[src/rtl/itd_pkg.sv]
// ---------------------------------------------------------------------------
// itd_pkg
// Shared constants and types for the inter-channel delay (ITD) estimator.
//   MAX_LAG   : largest lag searched in either direction, in samples
//   NUM_LAGS  : number of lags searched (-MAX_LAG..+MAX_LAG)
//   PROD_BITS : upper sample bits kept for the correlation multiplier
//   LAG_WIDTH : width of the signed lag result
//   itdState_t: controller states
// ---------------------------------------------------------------------------
package itd_pkg;

  localparam int MAX_LAG   = 15;
  localparam int NUM_LAGS  = 2 * MAX_LAG + 1;
  localparam int PROD_BITS = 12;
  localparam int LAG_WIDTH = $clog2(NUM_LAGS) + 1;

  typedef enum logic [1:0] {
    IDLE,
    WAIT_R,
    MAC,
    SEARCH
  } itdState_t;

endpackage

[src/rtl/axis_itd_estimator_history.sv]
// ---------------------------------------------------------------------------
// sample_history
// DEPTH x WIDTH shift register holding the most recent samples of one
// channel, index 0 = newest. One tap is read combinationally.
//   clk      : clock
//   i_clear  : synchronous clear of every entry
//   i_shift  : push i_data in at index 0, everything else moves one older
//   i_data   : sample to push
//   i_tapIdx : entry to read
//   o_tap    : contents of entry i_tapIdx
// ---------------------------------------------------------------------------
module sample_history
  import itd_pkg::*;
#(
  parameter int DEPTH = NUM_LAGS,
  parameter int WIDTH = PROD_BITS
) (
  input  logic                     clk,
  input  logic                     i_clear,
  input  logic                     i_shift,
  input  logic [WIDTH-1:0]         i_data,
  input  logic [$clog2(DEPTH)-1:0] i_tapIdx,
  output logic [WIDTH-1:0]         o_tap
);

  logic [WIDTH-1:0] r_taps [DEPTH];

  // Clear wins over shift so a reset mid-frame leaves an empty history.
  always_ff @(posedge clk) begin
    if (i_clear) begin
      for (int i = 0; i < DEPTH; i++) r_taps[i] <= '0;
    end else if (i_shift) begin
      r_taps[0] <= i_data;
      for (int i = 1; i < DEPTH; i++) r_taps[i] <= r_taps[i-1];
    end
  end

  assign o_tap = r_taps[i_tapIdx];

endmodule

[src/rtl/axis_itd_estimator.sv]
// ---------------------------------------------------------------------------
// axis_itd_estimator
// Cross-correlates left against right over a window of 2^WINDOW_LOG2 stereo
// frames and reports the lag with the largest correlation.
//   clk, reset                     : clock, synchronous active-high reset
//   s_axis_data/valid/ready/last   : interleaved stereo input, last=1 is right
//   m_axis_lag                     : signed peak lag, positive = right lags left
//   m_axis_peak                    : correlation value at that lag
//   m_axis_valid/ready             : result handshake
//   overrun                        : sticky, an unaccepted result was replaced
// ---------------------------------------------------------------------------
module axis_itd_estimator #(
  parameter int DATA_WIDTH  = 24,
  parameter int MAX_LAG     = itd_pkg::MAX_LAG,
  parameter int PROD_BITS   = itd_pkg::PROD_BITS,
  parameter int WINDOW_LOG2 = 10,
  parameter int ACC_WIDTH   = 2 * PROD_BITS + WINDOW_LOG2
) (
  input  logic                                clk,
  input  logic                                reset,
  input  logic [DATA_WIDTH-1:0]               s_axis_data,
  input  logic                                s_axis_valid,
  output logic                                s_axis_ready,
  input  logic                                s_axis_last,
  output logic signed [itd_pkg::LAG_WIDTH-1:0] m_axis_lag,
  output logic signed [ACC_WIDTH-1:0]         m_axis_peak,
  output logic                                m_axis_valid,
  input  logic                                m_axis_ready,
  output logic                                overrun
);

  import itd_pkg::*;

  localparam int NLAGS = 2 * MAX_LAG + 1;
  localparam int CNT_W = $clog2(NLAGS);

  itdState_t r_state, w_nextState;

  logic [CNT_W-1:0]            r_cycleCnt;
  logic [WINDOW_LOG2-1:0]      r_frameCnt;
  logic [PROD_BITS-1:0]        r_leftPending;
  logic signed [ACC_WIDTH-1:0] r_acc [NLAGS];
  logic signed [ACC_WIDTH-1:0] r_bestVal;
  logic [CNT_W-1:0]            r_bestIdx;

  logic                          w_inAccept;
  logic                          w_historyShift;
  logic                          w_macLast;
  logic                          w_searchLast;
  logic                          w_outAccept;
  logic [PROD_BITS-1:0]          w_leftTap;
  logic [PROD_BITS-1:0]          w_rightTap;
  logic signed [2*PROD_BITS-1:0] w_product;
  logic signed [ACC_WIDTH-1:0]   w_productExt;
  logic                          w_candBetter;
  logic signed [ACC_WIDTH-1:0]   w_candVal;
  logic [CNT_W-1:0]              w_candIdx;
  logic [LAG_WIDTH-1:0]          w_candLag;
  logic                          w_unusedLowBits;

  // Only the upper PROD_BITS of each sample feed the correlator.
  assign w_unusedLowBits = ^s_axis_data[DATA_WIDTH-PROD_BITS-1:0];

  assign w_inAccept     = s_axis_valid & s_axis_ready;
  assign w_historyShift = w_inAccept & s_axis_last & (r_state == WAIT_R);
  assign w_macLast      = (r_state == MAC) && (r_cycleCnt == CNT_W'(NLAGS - 1));
  assign w_searchLast   = (r_state == SEARCH) && (r_cycleCnt == CNT_W'(NLAGS - 1));
  assign w_outAccept    = m_axis_valid & m_axis_ready;

  // The right channel is tapped at the centre and the left channel walks
  // across the history, so accumulator i pairs right[n-MAX_LAG] with
  // left[n-i]; a right channel delayed by k samples peaks at i = MAX_LAG+k.
  sample_history #(.DEPTH(NLAGS), .WIDTH(PROD_BITS)) u_leftHistory (
    .clk      (clk),
    .i_clear  (reset),
    .i_shift  (w_historyShift),
    .i_data   (r_leftPending),
    .i_tapIdx (r_cycleCnt),
    .o_tap    (w_leftTap)
  );

  sample_history #(.DEPTH(NLAGS), .WIDTH(PROD_BITS)) u_rightHistory (
    .clk      (clk),
    .i_clear  (reset),
    .i_shift  (w_historyShift),
    .i_data   (s_axis_data[DATA_WIDTH-1 -: PROD_BITS]),
    .i_tapIdx (CNT_W'(MAX_LAG)),
    .o_tap    (w_rightTap)
  );

  assign w_product    = $signed(w_leftTap) * $signed(w_rightTap);
  assign w_productExt = {{(ACC_WIDTH - 2*PROD_BITS){w_product[2*PROD_BITS-1]}}, w_product};

  // Argmax step: the first scanned entry seeds the best value, later ones
  // replace it only when strictly larger, so ties keep the most negative lag.
  assign w_candBetter = (r_cycleCnt == '0) || (r_acc[r_cycleCnt] > r_bestVal);
  assign w_candVal    = w_candBetter ? r_acc[r_cycleCnt] : r_bestVal;
  assign w_candIdx    = w_candBetter ? r_cycleCnt : r_bestIdx;
  assign w_candLag    = LAG_WIDTH'(w_candIdx) - LAG_WIDTH'(MAX_LAG);

  // State register.
  always_ff @(posedge clk) begin
    if (reset) r_state <= IDLE;
    else       r_state <= w_nextState;
  end

  // Next-state logic: a frame is a left word then a right word; a stray right
  // word in IDLE is dropped so the pair realigns.
  always_comb begin
    w_nextState = r_state;
    case (r_state)
      IDLE:    if (w_inAccept && !s_axis_last) w_nextState = WAIT_R;
      WAIT_R:  if (w_inAccept && s_axis_last)  w_nextState = MAC;
      MAC:     if (w_macLast) w_nextState = (&r_frameCnt) ? SEARCH : IDLE;
      SEARCH:  if (w_searchLast) w_nextState = IDLE;
      default: w_nextState = IDLE;
    endcase
  end

  // Output logic: input is accepted only while collecting a frame.
  always_comb begin
    s_axis_ready = 1'b0;
    if (r_state == IDLE || r_state == WAIT_R) s_axis_ready = 1'b1;
  end

  // Lag/scan counter shared by MAC and SEARCH, and the window frame counter
  // that wraps naturally at 2^WINDOW_LOG2.
  always_ff @(posedge clk) begin
    if (reset) begin
      r_cycleCnt <= '0;
      r_frameCnt <= '0;
    end else begin
      if (r_state == MAC || r_state == SEARCH)
        r_cycleCnt <= (r_cycleCnt == CNT_W'(NLAGS - 1)) ? '0 : r_cycleCnt + 1'b1;
      if (w_macLast) r_frameCnt <= r_frameCnt + 1'b1;
    end
  end

  // Latest left word waiting for its right partner; a second left word
  // simply replaces it.
  always_ff @(posedge clk) begin
    if (reset)                           r_leftPending <= '0;
    else if (w_inAccept && !s_axis_last) r_leftPending <= s_axis_data[DATA_WIDTH-1 -: PROD_BITS];
  end

  // One multiply-accumulate per MAC cycle; the array is emptied once the
  // window result has been captured.
  always_ff @(posedge clk) begin
    if (reset || w_searchLast) begin
      for (int i = 0; i < NLAGS; i++) r_acc[i] <= '0;
    end else if (r_state == MAC) begin
      r_acc[r_cycleCnt] <= r_acc[r_cycleCnt] + w_productExt;
    end
  end

  // Running best during the scan.
  always_ff @(posedge clk) begin
    if (reset) begin
      r_bestVal <= '0;
      r_bestIdx <= '0;
    end else if (r_state == SEARCH) begin
      r_bestVal <= w_candVal;
      r_bestIdx <= w_candIdx;
    end
  end

  // Result register. A new result always wins over a same-cycle accept, and
  // replacing a still-valid result flags the loss.
  always_ff @(posedge clk) begin
    if (reset) begin
      m_axis_lag   <= '0;
      m_axis_peak  <= '0;
      m_axis_valid <= 1'b0;
      overrun      <= 1'b0;
    end else if (w_searchLast) begin
      m_axis_lag   <= w_candLag;
      m_axis_peak  <= w_candVal;
      m_axis_valid <= 1'b1;
      if (m_axis_valid) overrun <= 1'b1;
    end else if (w_outAccept) begin
      m_axis_valid <= 1'b0;
      overrun      <= 1'b0;
    end
  end

endmodule

[config.mk]
export PLATFORM = sky130hd
export DESIGN_NAME = axis_itd_estimator
export DESIGN_NICKNAME = d
export VERILOG_FILES = /design/src/rtl/itd_pkg.sv /design/src/rtl/axis_itd_estimator_history.sv /design/src/rtl/axis_itd_estimator.sv
export SDC_FILE = /design/constraint.sdc
export NUM_CORES = 2
export LEC_CHECK = 0
export ABC_AREA = 1
export CAP_MARGIN = 25
export CORE_MARGIN = 2
export CORE_UTILIZATION = 50
export DETAILED_ROUTE_END_ITERATION = 7
export MAX_ROUTING_LAYER = met4
export PLACE_DENSITY = 0.71
export SETUP_SLACK_MARGIN = 0.02
export SKIP_CTS_REPAIR_TIMING = 1
export SYNTH_ARGS = -nofsm -noshare
export SYNTH_HDL_FRONTEND = slang
export SYNTH_SLANG_ARGS = --single-unit
[constraint.sdc]
create_clock -name clk -period 50.2 [get_ports clk]
set_input_delay 10.04 -clock clk [delete_from_list [all_inputs] [get_ports clk]]
set_output_delay 10.04 -clock clk [all_outputs]
set_load 0.05 [all_outputs]
==> impl_metrics.json <==
{
  "crit_type": "primary input to flop",
  "ys_warn_count": 0,
  "cts.path.max_buffers": 3,
  "cp-start-kind": "primary input",
  "avgSynthCellArea_um2": 10.1,
  "fmax_ghz": 0.0721,
  "core_area_mm2": 0.170,
  "syn_to_final_growth_pct": 9.53,
  "worst_slew_pin_slew_ns": 1.16,
  "grt_pass1_wl_um": 345000,
  "crit_family": "buffers and inverters",
  "fin_cells": 10600,
  "portBuffers": 59,
  "wl_per_cell_um": 21.3,
  "synth.most_common_cell": "nor2_1",
  "yosysUniqueCellTypes": 54,
  "dr.first_iter.drc_count": 7517,
  "route.antenna.remaining_nets": 0,
  "cts_tree": "yes",
  "pre_cts_ws_ns": 35.14,
  "yosys-top-cells-count": "nor2_1 (2428), edfxtp_1 (1652), inv_1 (1000), o21ai_0 (878), nand2_1 (438)",
  "track_usage_pct": 26.4,
  "synthTopCellsByArea": "edfxtp_1 (58%), nor2_1 (11%), o21ai_0 (5.1%)",
  "fin_crit_sh_pct": 27.6,
  "status": "completed",
  "fin_skew_ns": 0.0823,
  "netlist_instances": 8452,
  "layout.nets": 8598,
  "period_needed_ns": 13.87,
  "dpl.hpwl_um": 132000,
  "yosysSeqAreaShare_pct": 60.6,
  "drive_gt1_share_pct": 6.08,
  "clkLatencyLatePin_ns": 0.85,
  "drv_slew": 0,
  "via_per_inst": 5.77,
  "path_cells": "clkbuf_8, inv_1, o21ai_4, buf_16, buf_12, buf_4, buf_4, buf_16",
  "clkSinkCount": 1767,
  "synth-seq-cells": 1767,
  "die_h_um": 418,
  "ys.flop_type": "edfxtp_1",
  "cts_root_buf": "clkbuf_16",
  "yosysTopAreaCell": "edfxtp_1",
  "path_clk_slew_ns": 0.06,
  "setup_ws_ns": 36.33,
  "fp-row-count": 151,
  "drc_errors": 0,
  "setup_viol": 0,
  "vias": 61200,
  "syn-cell-area_mm2": 0.0856,
  "cpMaxStageDelayCell": "buf_4",
  "crit_path_end_kind": "flop",
  "grt.overflow.total": 0,
  "netlist.area_leader.share_pct": 57.9,
  "h-tree-depth": 4,
  "initial_utilization_pct": 50.5,
  "timing.critical_path.buf_inv": 7,
  "hold_class": "flop to flop",
  "path_max_fanout": 202,
  "drv_cap": 0,
  "place_inst": 10300,
  "dieWidth_um": 418,
  "synth_edf_count": 1652,
  "max_slew_margin_pct": 22.8,
  "arrival_ns": 14.35,
  "hold_violations": 0,
  "synth_fp_nets": 8811,
  "gp_congestion": 0.904,
  "die-area_mm2": 0.175,
  "first_pass_iters": 6,
  "rsz0062_at_grt": "false",
  "wl_um": 226000,
  "boundaryPins": 72,
  "worstPathRequired_ns": 50.68,
  "grt_max_degree": 206,
  "grt_pass1_vias": 58900,
  "antenna_found_initial": 2,
  "cpPeakStageDelay_ns": 0.93,
  "synthArstFlopShare_pct": 0,
  "fin_tns_setup_ns": 0,
  "cts_buffers": 179
}
area by class of cell:
| cell class | instances | area, um^2 |
|---|---|---|
| Antenna cell | 1 | 2.50 |
| Clock buffer | 222 | 4690 |
| Clock inverter | 108 | 902 |
| Fill cell | 14300 | 75900 |
| Inverter | 1017 | 3840 |
| Multi-Input combinational cell | 5050 | 27400 |
| Sequential cell | 1767 | 51900 |
| Tap cell | 2218 | 2780 |
| Timing Repair Buffer | 224 | 2240 |
worst register-to-register path: cells and delay by family, from the launching register on:
kind	cells	cell delay, ns
AO/OA/AOI/OAI	9	2.83
flip-flops	1	0.33
AND/OR/NAND/NOR	4	0.45
XOR/XNOR	1	0.16
buffers and inverters	8	4.50
adder cells (fa/ha/maj)	6	2.70
layout by cell type, fill, tap and decap left out, types with 11 or more instances in the layout:
cell type,count
inv_2,11
o22ai_1,47
clkbuf_16,181
edfxtp_1,1652
a31oi_1,11
ha_1,127
clkinv_2,32
o21ai_2,30
nand2_1,432
nand2_2,11
a211oi_1,35
clkdlybuf4s50_1,58
clkinv_1,50
o21ai_0,877
buf_16,14
nor2_1,2425
o21ai_1,47
buf_4,139
o211ai_1,12
o221ai_1,214
inv_1,999
fa_1,203
a221oi_1,12
a21oi_1,269
nand3_1,184
clkbuf_1,40
dfxtp_1,110
sequential cells by signal, indices dropped and copies added (netlist names), named ones only:
register	flops
m_axis_peak	34
m_axis_lag	6
u_leftHistory.r_taps	372
r_bestVal	34
r_bestIdx	5
m_axis_valid	1
r_frameCnt	10
overrun	1
r_state	2
r_cycleCnt	5
r_acc	1088
u_rightHistory.r_taps	192
r_leftPending	12
through the flow:
step                      hold slack, ns  instance area [um^2]  util (%)
after global routing               0.471                 93800      55.3
after floorplan                    0.442                 85600         -
after global placement             0.445                 87600      51.7
final                              0.455                 93800      55.3
after CTS                          0.460                 93500      55.1
after detailed placement           0.450                 87900      51.8
routing by layer:
metal / up-vias / global-route usage, % / wire length, um
met1: 29900 / 34.2 / 88600
li1: 27700 / - / -
met2: 2989 / 41.3 / 107000
met4: 0 / 11.7 / 10900
met5: - / - / 0
met3: 534 / 4.27 / 19500
worst paths after layout:
path | start | to | slack, ns | cells past startpoint
max | reset | u_rightHistory.r_taps[1][59]$_SDFFCE_PN0P_ | 36.33 | 8
min reg2reg | m_axis_lag[4]$_SDFFE_PP0P_ | m_axis_lag[4]$_SDFFE_PP0P_ | 0.46 | 2
max reg2reg | flop | r_acc[4][30]$_SDFFCE_PN0P_ | 38.99 | 28
min | m_axis_lag[4]$_SDFFE_PP0P_ | m_axis_lag[4]$_SDFFE_PP0P_ | 0.46 | 2
cell families (layout without fill, tap and decap cells):
logic type | Yosys count | in the layout | share of synthesized area, %
simple gates | 3093 | 3093 | 13.9
compound gates | 1590 | 1590 | 10.8
xor+xnor | 37 | 37 | 0.405
fa+ha+maj | 330 | 330 | 6.60
other cells | 0 | 1 | 0
buf+inv | 1635 | 1571 | 7.64
flops | 1767 | 1767 | 60.6
Power is not shown: default switching activity piles up to over one toggle a cycle in this logic, so the estimate is an artifact.
